[src/rtl/sd_drive_arbiter_if.sv]
// HPS virtual-disk channel bundle between the drive arbiter (master) and the HPS side (slave).
interface sd_drive_arbiter_if #(
    parameter int NDRIVES = 4,
    parameter int LBA_W   = 32
);
    logic [NDRIVES*LBA_W-1:0] sd_lba;
    logic [NDRIVES-1:0]       sd_rd;
    logic [NDRIVES-1:0]       sd_wr;
    logic [NDRIVES-1:0]       sd_ack;
    logic [8:0]               sd_buff_addr;
    logic [7:0]               sd_buff_dout;
    logic                     sd_buff_wr;
    logic [NDRIVES*8-1:0]     sd_buff_din;

    modport master (
        output sd_lba, sd_rd, sd_wr, sd_buff_din,
        input  sd_ack, sd_buff_addr, sd_buff_dout, sd_buff_wr
    );

    modport slave (
        input  sd_lba, sd_rd, sd_wr, sd_buff_din,
        output sd_ack, sd_buff_addr, sd_buff_dout, sd_buff_wr
    );
endinterface

[src/rtl/sd_drive_arbiter.sv]
// Round-robin arbiter granting one drive controller at a time onto the HPS virtual-disk channel.
//
//   state  | meaning
//   IDLE   | no grant; picks next pending drive starting at rp
//   REQ    | sd_rd/sd_wr held on granted lane, waiting for sd_ack or timeout
//   XFER   | buffer traffic routed to/from granted drive until sd_ack falls
//   FIN    | one-cycle done/err pulse, advance rp, release grant
module sd_drive_arbiter #(
    parameter int NDRIVES = 4,
    parameter int LBA_W   = 32,
    parameter int TIMEOUT = 16777216
) (
    input  logic                     clk_sys,
    input  logic                     reset,
    input  logic [NDRIVES-1:0]       drv_rd,
    input  logic [NDRIVES-1:0]       drv_wr,
    input  logic [NDRIVES*LBA_W-1:0] drv_lba,
    input  logic [NDRIVES*8-1:0]     drv_buff_din,
    output logic [NDRIVES-1:0]       drv_busy,
    output logic [NDRIVES-1:0]       drv_done,
    output logic [NDRIVES-1:0]       drv_err,
    output logic [NDRIVES-1:0]       drv_buff_wr,
    output logic [8:0]               buff_addr,
    output logic [7:0]               buff_dout,
    input  logic [NDRIVES-1:0]       img_mounted,
    sd_drive_arbiter_if.master       hps
);

    localparam int GW    = (NDRIVES > 1) ? $clog2(NDRIVES) : 1;
    localparam int CNT_W = (TIMEOUT > 1) ? $clog2(TIMEOUT) : 1;
    localparam logic [CNT_W-1:0] CNT_LOAD = (TIMEOUT > 0) ? CNT_W'(TIMEOUT - 1) : '0;

    typedef enum logic [1:0] {
        S_IDLE,
        S_REQ,
        S_XFER,
        S_FIN
    } state_t;

    state_t               state_q, state_d;
    logic [NDRIVES-1:0]   pend_q, pend_d;
    logic [NDRIVES-1:0]   op_q, op_d;
    logic [LBA_W-1:0]     lba_q [NDRIVES];
    logic [LBA_W-1:0]     lba_d [NDRIVES];
    logic [GW-1:0]        g_q, g_d;
    logic [GW-1:0]        rp_q, rp_d;
    logic                 act_op_q, act_op_d;
    logic [LBA_W-1:0]     act_lba_q, act_lba_d;
    logic                 err_q, err_d;
    logic [CNT_W-1:0]     cnt_q, cnt_d;
    logic [NDRIVES-1:0]   busy_q, busy_d;
    logic                 req_q, req_d;
    logic [NDRIVES-1:0]   buff_wr_q, buff_wr_d;
    logic [8:0]           buff_addr_q, buff_addr_d;
    logic [7:0]           buff_dout_q, buff_dout_d;

    logic [NDRIVES-1:0]   req_pulse;
    logic [NDRIVES-1:0]   pend_eff;
    logic [GW-1:0]        pick;
    logic                 pick_vld;
    logic                 grant_now;
    logic [7:0]           din_sel;

    assign req_pulse = drv_rd | drv_wr;
    // The granted drive keeps its queued request across a mount pulse.
    assign pend_eff  = req_pulse | (pend_q & ~(img_mounted & ~busy_q));

    always_comb begin
        for (int i = 0; i < NDRIVES; i++) begin
            op_d[i]  = req_pulse[i] ? drv_wr[i] : op_q[i];
            lba_d[i] = req_pulse[i] ? drv_lba[i*LBA_W +: LBA_W] : lba_q[i];
        end
    end

    always_comb begin
        int            j;
        logic [GW-1:0] jj;
        pick     = '0;
        pick_vld = 1'b0;
        for (int k = 0; k < NDRIVES; k++) begin
            j = int'(rp_q) + k;
            if (j >= NDRIVES) begin
                j = j - NDRIVES;
            end
            jj = GW'(j);
            if (!pick_vld && pend_eff[jj]) begin
                pick     = jj;
                pick_vld = 1'b1;
            end
        end
    end

    always_comb begin
        pend_d = pend_eff;
        if (grant_now) begin
            pend_d[pick] = 1'b0;
        end
    end

    always_comb begin
        state_d     = state_q;
        g_d         = g_q;
        rp_d        = rp_q;
        act_op_d    = act_op_q;
        act_lba_d   = act_lba_q;
        err_d       = err_q;
        cnt_d       = cnt_q;
        busy_d      = busy_q;
        req_d       = req_q;
        buff_wr_d   = '0;
        buff_addr_d = buff_addr_q;
        buff_dout_d = buff_dout_q;
        grant_now   = 1'b0;
        case (state_q)
            S_IDLE: begin
                if (pick_vld) begin
                    grant_now = 1'b1;
                    g_d       = pick;
                    act_op_d  = op_d[pick];
                    act_lba_d = lba_d[pick];
                    busy_d    = NDRIVES'(1) << pick;
                    req_d     = 1'b1;
                    cnt_d     = CNT_LOAD;
                    state_d   = S_REQ;
                end
            end
            S_REQ: begin
                if (hps.sd_ack[g_q]) begin
                    req_d   = 1'b0;
                    state_d = S_XFER;
                end else if (TIMEOUT != 0 && cnt_q == '0) begin
                    req_d   = 1'b0;
                    err_d   = 1'b1;
                    state_d = S_FIN;
                end else begin
                    cnt_d = cnt_q - CNT_W'(1);
                end
            end
            S_XFER: begin
                buff_addr_d = hps.sd_buff_addr;
                buff_dout_d = hps.sd_buff_dout;
                buff_wr_d   = hps.sd_buff_wr ? busy_q : '0;
                if (!hps.sd_ack[g_q]) begin
                    state_d = S_FIN;
                end
            end
            S_FIN: begin
                busy_d  = '0;
                err_d   = 1'b0;
                cnt_d   = '0;
                rp_d    = (g_q == GW'(NDRIVES - 1)) ? '0 : g_q + GW'(1);
                state_d = S_IDLE;
            end
            default: begin
                state_d = S_IDLE;
            end
        endcase
    end

    always_ff @(posedge clk_sys) begin
        if (reset) begin
            state_q     <= S_IDLE;
            pend_q      <= '0;
            op_q        <= '0;
            for (int i = 0; i < NDRIVES; i++) begin
                lba_q[i] <= '0;
            end
            g_q         <= '0;
            rp_q        <= '0;
            act_op_q    <= 1'b0;
            act_lba_q   <= '0;
            err_q       <= 1'b0;
            cnt_q       <= '0;
            busy_q      <= '0;
            req_q       <= 1'b0;
            buff_wr_q   <= '0;
            buff_addr_q <= '0;
            buff_dout_q <= '0;
        end else begin
            state_q     <= state_d;
            pend_q      <= pend_d;
            op_q        <= op_d;
            lba_q       <= lba_d;
            g_q         <= g_d;
            rp_q        <= rp_d;
            act_op_q    <= act_op_d;
            act_lba_q   <= act_lba_d;
            err_q       <= err_d;
            cnt_q       <= cnt_d;
            busy_q      <= busy_d;
            req_q       <= req_d;
            buff_wr_q   <= buff_wr_d;
            buff_addr_q <= buff_addr_d;
            buff_dout_q <= buff_dout_d;
        end
    end

    // busy_q is one-hot on the granted lane, so it doubles as the write-data select.
    always_comb begin
        din_sel = '0;
        for (int i = 0; i < NDRIVES; i++) begin
            if (busy_q[i]) begin
                din_sel = drv_buff_din[i*8 +: 8];
            end
        end
    end

    assign drv_busy        = busy_q;
    assign drv_done        = (state_q == S_FIN) ? busy_q : '0;
    assign drv_err         = (state_q == S_FIN && err_q) ? busy_q : '0;
    assign drv_buff_wr     = buff_wr_q;
    assign buff_addr       = buff_addr_q;
    assign buff_dout       = buff_dout_q;
    assign hps.sd_rd       = (req_q && !act_op_q) ? busy_q : '0;
    assign hps.sd_wr       = (req_q && act_op_q) ? busy_q : '0;
    assign hps.sd_lba      = {NDRIVES{act_lba_q}};
    assign hps.sd_buff_din = {NDRIVES{din_sel}};

endmodule

[src/flat_wrapper.sv]
// flat-port wrapper written by rule: the top's interface ports become plain ports
module sd_drive_arbiter_flat 
#(
    parameter int NDRIVES = 4,
    parameter int LBA_W   = 32,
    parameter int TIMEOUT = 16777216
)
  (clk_sys, reset, drv_rd, drv_wr, drv_lba, drv_buff_din, drv_busy, drv_done, drv_err, drv_buff_wr, buff_addr, buff_dout, img_mounted, hps_sd_lba, hps_sd_rd, hps_sd_wr, hps_sd_buff_din, hps_sd_ack, hps_sd_buff_addr, hps_sd_buff_dout, hps_sd_buff_wr);
  sd_drive_arbiter_if #(.NDRIVES(NDRIVES), .LBA_W(LBA_W)) hps_i ();
  input  logic clk_sys;
  input  logic reset;
  input  logic [NDRIVES-1:0] drv_rd;
  input  logic [NDRIVES-1:0] drv_wr;
  input  logic [NDRIVES*LBA_W-1:0] drv_lba;
  input  logic [NDRIVES*8-1:0] drv_buff_din;
  output logic [NDRIVES-1:0] drv_busy;
  output logic [NDRIVES-1:0] drv_done;
  output logic [NDRIVES-1:0] drv_err;
  output logic [NDRIVES-1:0] drv_buff_wr;
  output logic [8:0] buff_addr;
  output logic [7:0] buff_dout;
  input  logic [NDRIVES-1:0] img_mounted;
  output wire logic [$bits(hps_i.sd_lba)-1:0] hps_sd_lba;
  output wire logic [$bits(hps_i.sd_rd)-1:0] hps_sd_rd;
  output wire logic [$bits(hps_i.sd_wr)-1:0] hps_sd_wr;
  output wire logic [$bits(hps_i.sd_buff_din)-1:0] hps_sd_buff_din;
  input wire logic [$bits(hps_i.sd_ack)-1:0] hps_sd_ack;
  input wire logic [$bits(hps_i.sd_buff_addr)-1:0] hps_sd_buff_addr;
  input wire logic [$bits(hps_i.sd_buff_dout)-1:0] hps_sd_buff_dout;
  input wire logic [$bits(hps_i.sd_buff_wr)-1:0] hps_sd_buff_wr;
  assign hps_sd_lba = hps_i.sd_lba;
  assign hps_sd_rd = hps_i.sd_rd;
  assign hps_sd_wr = hps_i.sd_wr;
  assign hps_sd_buff_din = hps_i.sd_buff_din;
  assign hps_i.sd_ack = hps_sd_ack;
  assign hps_i.sd_buff_addr = hps_sd_buff_addr;
  assign hps_i.sd_buff_dout = hps_sd_buff_dout;
  assign hps_i.sd_buff_wr = hps_sd_buff_wr;
  sd_drive_arbiter #(.NDRIVES(NDRIVES), .LBA_W(LBA_W), .TIMEOUT(TIMEOUT)) u_core (.clk_sys(clk_sys), .reset(reset), .drv_rd(drv_rd), .drv_wr(drv_wr), .drv_lba(drv_lba), .drv_buff_din(drv_buff_din), .drv_busy(drv_busy), .drv_done(drv_done), .drv_err(drv_err), .drv_buff_wr(drv_buff_wr), .buff_addr(buff_addr), .buff_dout(buff_dout), .img_mounted(img_mounted), .hps(hps_i));
endmodule
[config.mk]
export PLATFORM = sky130hd
export DESIGN_NAME = sd_drive_arbiter_flat
export DESIGN_NICKNAME = d
export VERILOG_FILES = /design/src/rtl/sd_drive_arbiter_if.sv /design/src/rtl/sd_drive_arbiter.sv /design/src/flat_wrapper.sv
export SDC_FILE = /design/constraint.sdc
export NUM_CORES = 1
export LEC_CHECK = 0
export CAP_MARGIN = 10
export CORE_ASPECT_RATIO = 0.6
export CORE_UTILIZATION = 41
export DETAILED_ROUTE_END_ITERATION = 6
export PLACE_DENSITY = 0.88
export SLEW_MARGIN = 0
export SYNTH_ARGS = -nofsm -noshare
export SYNTH_HDL_FRONTEND = slang
export SYNTH_SLANG_ARGS = --single-unit
[constraint.sdc]
create_clock -name clk_sys -period 2.05 [get_ports clk_sys]
set_input_delay 0.3075 -clock clk_sys [delete_from_list [all_inputs] [get_ports clk_sys]]
set_output_delay 0.3075 -clock clk_sys [all_outputs]
set_load 0.02 [all_outputs]
==> results by group, run 1 <==
Outcome
  – Outcome: complete, but fails checks
  – Violated checks: DRC, setup timing

Critical path
  – Critical path class: in -> reg
  – CP Max Fanout: 5
  – Worst reg2reg endpoint: u_core.act_lba_q[29]$_SDFFE_PP0P_
  – R2R setup slack: -370 ps
  – Worst Path Required: 2470 ps
  – CP Capture Type: register
  – Nature of the critical path startpoint: primary input
  – Reg-to-Reg Start: u_core.drv_busy[0]$_SDFFE_PP0P_
  – R2R cell count: 10
  – Critical path arrival: 2850 ps
  – CP endpoint: u_core.act_lba_q[29]$_SDFFE_PP0P_
  – CP Launch Point: drv_wr[0]

Floorplanning
  – Starting Density: 41.8%
  – Row cnt: 46
  – Die area: 27600 um^2
  – Die Span X: 214 um
  – Core Area: 26400 um^2
  – I/O pin cnt: 397
  – Chip Height: 129 um

CTS
  – TritonCTS clock tree: done
  – Clock Pin Slew Worst Setup and Hold Paths: 70 ps
  – CTS hold repair buffers: 0
  – H-tree levels: 1
  – Clk Tree Root Cell: clkbuf_16
  – Worst skew pair latency: 530 ps
  – Max clock buf depth: 3
  – Clock Sinks: 226
  – CTS buffer count: 22

Timing
  – Worst-Margin Slew: 893 ps
  – Clk_skew: 19.7 ps
  – Worst slew margin: 40.5%
  – Final Setup Violations: 102
  – RSZ-0062 raised after global routing: true
  – Achievable Freq: 0.413 GHz
  – Period utilization: 118%
  – Post-route setup slack: -373 ps
  – Fin crit period: 2420 ps
  – Final Hold Fails: 0
  – Max Slew Vio Count: 0
  – Worst hold slack: 92.5 ps

GRT
  – Global route overflow: 0
  – Met3 Use GR: 8.34%
  – First-pass GRT wire length: 61100 um
  – Total track usage: 29.1%
  – Largest net degree at the start of global routing: 77
  – Vias in the first global route: 10586
  – Met2 Use GR: 45.4%
  – Met1 usage: 37.5%
  – GR peak layer: met2
  – Antenna violations before repair: 2

Drt
  – Pre-antenna DRT Iters: 7
  – Via-to-Cell Ratio: 5.78
  – Vias: 11581
  – Post-Route WL: 47100 um
  – Post-DRT Antenna Nets: 0
  – Wire per inst: 23.5 um
  – DRT iter0 DRCs: 1404
  – DRC violations left: 14

Pwr
  – Power Internal: 0.0128 W
  – Leakage power: 7.24 nW
  – Comb power frac: 53.3%
  – Switching share of power: 40.6%
  – Max VDD drop: 935 uV
  – Clock Power Share: 18.6%
  – Power Density: 1220 nW/um^2
  – Switch Pwr: 0.00874 W
  – Seq pwr share: 28.2%

Placement
  – Dpl cells: 1908
  – Port Buffers: 396
  – RePlAce Congestion: 0.919
  – DP HPWL: 27400 um

Yosys
  – Net count after synthesis: 1440
  – Post-synth ARST share: 0%
  – Flops & latches, synth: 226
  – Synth Warn #: 0
  – Share of the synthesized area in the top cell type: 41.0%
  – Most numerous cell in the Yosys netlist: dfxtp_1
  – Post-synth EDFFs: 0
  – Post-synth top area cell: dfxtp_1
  – Top area cells in the synthesized netlist: dfxtp_1, mux2i_1, buf_4
  – Yosys cell types: 66
  – Average cell area after synthesis: 8.93 um^2
  – Synthesized instance count: 1236
  – Synth cell count leaders: dfxtp_1, nor2_1, mux2i_1
  – Mapped Area: 11000 um^2
  – Register area share after synthesis: 41.0%
  – Most used DFF post-synth: dfxtp_1

Finish
  – Net count, final: 1831
  – Share of cells above drive strength 1: 26.3%
  – Fillers: 1781
  – Non-Filler Instances: 2003
  – Final Util: 66.5%
  – Area grow syn2layout: 59.3%

Job
  – Total of max-cap violations: 0

Worst hold path
  – Worst hold path startpoint: reset
  – Worst hold path type: in -> reg
## cell type report
type | instances | area, um^2 | area share, %
well taps | 360 | 450 | 2.56
flip-flops and latches | 226 | 4550 | 25.9
diodes | 2 | 5.00 | 0.0285
clock buffers | 32 | 639 | 3.64
inverters | 20 | 75.1 | 0.427
repair buffers | 569 | 5790 | 32.9
multi-input cells | 788 | 6030 | 34.3
clock inverters | 6 | 42.5 | 0.242
## state kept, by name, summed over array words and instances, names as in the netlist
name / flops
u_core.op_q: 4
u_core.act_op_q: 1
u_core.drv_busy: 4
u_core.cnt_q: 24
u_core.req_q: 1
u_core.err_q: 1
u_core.buff_dout: 8
u_core.drv_buff_wr: 4
u_core.lba_q: 128
u_core.act_lba_q: 32
u_core.buff_addr: 9
u_core.rp_q: 2
u_core.g_q: 2
u_core.state_q: 2
u_core.pend_q: 4
## stage by stage
stage	setup TNS (ps)	worst slack, ps	cell area [um^2]	total power, W
after floorplan	0	7.31	11100	0.0117
after global placement	-47560	-896	15200	0.0150
after detailed placement	-52190	-994	15200	0.0152
after CTS	-10550	-214	16700	0.0199
after global routing	-23940	-407	17600	0.0223
final	-18600	-373	17600	0.0215
## logic make-up (layout without fill, tap and decap cells)
kind of cell,after synthesis,count (layout),share of synthesized area [%]
AND/OR/NAND/NOR,405,406,17.1
flip-flops,226,226,41.0
buffers and inverters,223,627,12.1
AO/OA/AOI/OAI,190,190,11.8
multiplexers,184,184,17.1
adder cells (fa/ha/maj),8,8,0.907
other,0,2,0
## placed cells by master, fill, tap and decap left out, drive strengths merged, types with 5 or more instances in the layout
cell type | Yosys | final
clkdlybuf4s50 | 0 | 339
dfxtp | 226 | 226
buf | 152 | 202
nor2 | 183 | 184
mux2i | 153 | 153
nand2 | 103 | 103
a21oi | 50 | 50
clkbuf | 51 | 41
mux2 | 30 | 30
o21ai | 26 | 26
and2 | 24 | 24
o211ai | 23 | 23
inv | 20 | 20
nand3b | 19 | 19
a211oi | 17 | 17
nor2b | 17 | 17
nor3 | 15 | 15
and3 | 11 | 11
a31oi | 11 | 11
a221oi | 11 | 11
o32ai | 10 | 10
dlygate4sd2 | 0 | 9
ha | 8 | 8
a22oi | 8 | 8
nor4 | 7 | 7
nand3 | 6 | 6
nand4 | 5 | 5
a32oi | 5 | 5
dlymetal6s2s | 0 | 5
## routing by layer
metal  up-vias  share of wire, %  wire length, um
li1       4961                 -                -
met2       906                44            20600
met4         2               5.6             2660
met3       204                13             5990
met5         -             0.028               13
met1      5508                38            17800
## worst min path at each step
stage                                endpoint  slack, ps  cells past startpoint
2_1_floorplan       u_core.op_q[1]$_SDFF_PP0_        430                      2
3_3_place_gp      u_core.lba_q[96]$_SDFF_PP0_        450                      2
3_5_place_dp     u_core.lba_q[111]$_SDFF_PP0_        450                      2
4_1_cts            u_core.lba_q[6]$_SDFF_PP0_         80                      2
5_1_grt        u_core.state_q[1]$_SDFFE_PP0P_        100                      2
6_report            u_core.err_q$_SDFFE_PP0P_         90                      2
## repair_timing
action	CTS	global route
cloned	10	4
gates resized for setup	287	162
setup endpoints to repair	111	120
endpoints found under the hold margin	0	0
pin swaps	29	56
setup buffers	26	17
## critical path, cell delays in order
cell and delay (ps):
clkdlybuf4s50_1 500, nor2_4 210, o21ai_2 100, a211oi_2 380, o32ai_4 180, buf_6 160, buf_4 140, buf_12 140
buf_16 140, mux2_4 310, o211ai_1 240
## power by group through the flow
| stage | combinational [W] | sequential (W) | clock, W |
|---|---|---|---|
| finish | 0.0115 | 0.00606 | 0.00400 |
| global placement | 0.00899 | 0.00601 | 0 |
| CTS | 0.00991 | 0.00599 | 0.00397 |
| floorplan | 0.00548 | 0.00621 | 0 |
| global route | 0.0119 | 0.00613 | 0.00420 |
| detailed placement | 0.00915 | 0.00605 | 0 |
No activity file was read; power rests on OpenSTA's default activity.
==> inputs of run 2 (changes only) <==
--- a/config.mk
+++ b/config.mk
@@ -9,6 +9,7 @@
 export CORE_ASPECT_RATIO = 0.6
 export CORE_UTILIZATION = 41
 export DETAILED_ROUTE_END_ITERATION = 6
+export GPL_TIMING_DRIVEN = 0
 export PLACE_DENSITY = 0.88
 export SLEW_MARGIN = 0
 export SYNTH_ARGS = -nofsm -noshare
==> run 2 against run 1 <==
  * The flow finishes with violations (setup timing)
  * Maximum frequency down 0.43%
  * Count of clock-buffer cells in the layout is 5 lower
  * Sequential cell count did not move
  * Core utilization is 4.2 points higher
  * Sequential share of layout area shrank 1.2 points
  * Total power increased by 13%
  * Routed wire length rose by 14%
  * Final cell count grew 5.6%
  * Sequential power grew 4.3%
  * Worst hold slack better by 290 ps
  * Clock power is 20% higher
  * Via count grew 8.6%
==> results by group, run 2 (same netlist as run 1, synthesis figures left out) <==
Finish
  – Net count, final: 1941 (was 1831)
  – Largest Register: u_core.lba_q (unchanged)
  – Share of cells above drive strength 1: 33.4% (was 26.3%)
  – Area grow syn2layout: 69.2% (was 59.3%)
  – Largest register FFs: 128 (unchanged)
  – Most frequent cells in the layout: clkdlybuf4s50_1, dfxtp_1, nor2_1, buf_4, mux2i_1 (was clkdlybuf4s50_1, dfxtp_1, nor2_1, mux2i_1, buf_4)
  – Biggest regs: u_core.lba_q: 128 flops, u_core.act_lba_q: 32 flops, u_core.cnt_q: 24 flops (unchanged)
  – Design area: 18700 um^2 (was 17600 um^2)
  – Most common cell after layout, fill and taps aside: clkdlybuf4s50_1 (unchanged)

Timing
  – Worst slew margin: 40.5% (about the same)
  – Final Setup Violations: 130 (was 102)
  – Max Slew Vio Count: 0 (unchanged)
  – Post-route setup slack: -383 ps (was -373 ps)
  – Final Hold Fails: 0 (unchanged)
  – Period utilization: 119% (was 118%)
  – Achievable Freq: 0.411 GHz (was 0.413 GHz)
  – Worst-Margin Slew: 892 ps (was 893 ps)
  – Clk_skew: 19.7 ps (about the same)
  – RSZ-0062 raised after global routing: true (unchanged)
  – Worst hold slack: 383 ps (was 92.5 ps)
  – Setup Total Neg Slack: -24220 ps (was -18600 ps)
  – Fin crit period: 2430 ps (was 2420 ps)

Critical path
  – Worst Path Required: 2490 ps (was 2470 ps)
  – CP max-delay cell: dfxtp_4 (was clkdlybuf4s50_1)
  – Slowest cell delay on critical path: 390 ps (was 500 ps)
  – CP Cell Sequence: buf_12, nor2b_4, o21ai_4, a211oi_4, o32ai_4, buf_12, buf_12, buf_12, mux2i_1, nand2_1, a211oi_2 (was clkdlybuf4s50_1, nor2_4, o21ai_2, a211oi_2, o32ai_4, buf_6, buf_4, buf_12, buf_16, mux2_4, o211ai_1)
  – Critical path class: reg -> reg (was in -> reg)
  – CP Max Fanout: 6 (was 5)
  – Nature of the critical path startpoint: register (was primary input)
  – CP Capture Type: register (unchanged)
  – Critical path arrival: 2870 ps (was 2850 ps)
  – Most frequent CP cell: buf_12

Drt
  – Vias: 12577 (was 11581)
  – Via-to-Cell Ratio: 5.94 (was 5.78)
  – Post-DRT Antenna Nets: 0 (unchanged)
  – Post-Route WL: 53700 um (was 47100 um)
  – DRT iter0 DRCs: 1786 (was 1404)
  – Pre-antenna DRT Iters: 7 (unchanged)
  – DRC violations left: 0 (was 14)
  – Wire per inst: 25.4 um (was 23.5 um)

CTS
  – TritonCTS clock tree: done (unchanged)
  – Worst skew pair latency: 540 ps (was 530 ps)
  – Clock Sinks: 226 (unchanged)
  – H-tree levels: 1 (unchanged)
  – CTS hold repair buffers: 0 (unchanged)
  – Clock Pin Slew Worst Setup and Hold Paths: 70 ps (about the same)
  – Clk Tree Root Cell: clkbuf_16 (unchanged)
  – CTS buffer count: 23 (was 22)
  – Max clock buf depth: 3 (unchanged)

GRT
  – Largest net degree at the start of global routing: 16 (was 77)
  – Antenna violations before repair: 4 (was 2)
  – Vias in the first global route: 11809 (was 10586)
  – Total track usage: 33.3% (was 29.1%)
  – First-pass GRT wire length: 69100 um (was 61100 um)
  – Global route overflow: 0 (unchanged)

Floorplanning
  – Core Area: 26400 um^2 (unchanged)
  – Die Span X: 214 um (unchanged)
  – I/O pin cnt: 397 (unchanged)
  – Starting Density: 41.8% (unchanged)
  – Die area: 27600 um^2 (unchanged)
  – Chip Height: 129 um (unchanged)
  – Row cnt: 46 (unchanged)

Outcome
  – Outcome: complete, but fails checks (unchanged)
  – Violated checks: setup timing (was DRC, setup timing)

Placement
  – RePlAce Congestion: 0.934 (was 0.919)
  – DP HPWL: 31800 um (was 27400 um)
  – DP Area: 15500 um^2 (was 15200 um^2)
  – Setup slack at placement: -1170 ps (was -994 ps)
  – Port Buffers: 396 (unchanged)

Job
  – Total of max-cap violations: 0 (unchanged)

Worst hold path
  – Worst hold path type: in -> reg (unchanged)

Pwr
  – PnR Total Power: 0.0243 W (was 0.0215 W)
  – Max VDD drop: 799 uV (was 935 uV)
  – Leakage power: 7.71 nW (was 7.24 nW)
  – Power Density: 1300 nW/um^2 (was 1220 nW/um^2)
==> run 2: cell count changes in the layout (fill, tap and decap cells not counted), moves of 7 or more <==
cell and delta:
dfxtp_2 +17, buf_4 +35, buf_6 +20, dfxtp_1 -25
a21oi_1 -7, buf_2 +7, clkbuf_1 +12, clkbuf_2 +21
dfxtp_4 +8
==> run 2: per-stage QoR <==
stage               utilization (%)  instances
detailed placement             58.6       1992
global route                   70.7       2114
floorplan                         -       1236
CTS                            67.0       2084
global placement               58.6       1992
finish                         70.7       2116
==> run 2: repair_timing <==
item	CTS	global route
buffers inserted	52	36
endpoints found under the setup margin	237	236
pin swaps	100	74
cloned	8	4
resized for setup	422	239
==> run 2: report_power, final <==
part	switching [W]	internal [W]
Sequential	0.00107	0.00525
Clock	0.00196	0.00284
Combinational	0.00667	0.00652
==> run 2: metal layers <==
metal	vias up	global-route usage (%)	wire length, um
li1	5165	-	-
met1	5969	41.0	19700
met2	1119	53.2	23500
met3	320	9.96	6810
met4	4	16.5	3640
met5	-	0	23
==> run 2: critical path: cells and delay by family (launching register included) <==
kind | cells | cell delay, ps
AO/OA/AOI/OAI | 4 | 790
buffers and inverters | 4 | 620
flip-flops | 1 | 390
AND/OR/NAND/NOR | 2 | 340
multiplexers | 1 | 200
==> run 2: area by class of cell <==
class	instances	area, um^2
tap	360	450
sequential	226	4600
multi-input combinational	787	6270
inverter	20	78.8
antenna	3	7.51
timing repair buffer	488	4950
fill	1644	7740
clock inverter	14	206
clock buffer	27	631
buffer	191	1480
==> run 2: worst paths after layout <==
check	from	slack (ps)	cells after the start	end
hold reg to reg	u_core.lba_q[96]$_SDFF_PP0_	460	2	u_core.lba_q[96]$_SDFF_PP0_
hold / removal	drv_lba[6]	380	3	u_core.lba_q[102]$_SDFF_PP0_
setup reg to reg	u_core.drv_busy[0]$_SDFFE_PP0P_	-380	11	u_core.act_lba_q[16]$_SDFFE_PP0P_
setup / recovery	u_core.drv_busy[0]$_SDFFE_PP0P_	-380	11	u_core.act_lba_q[16]$_SDFFE_PP0P_
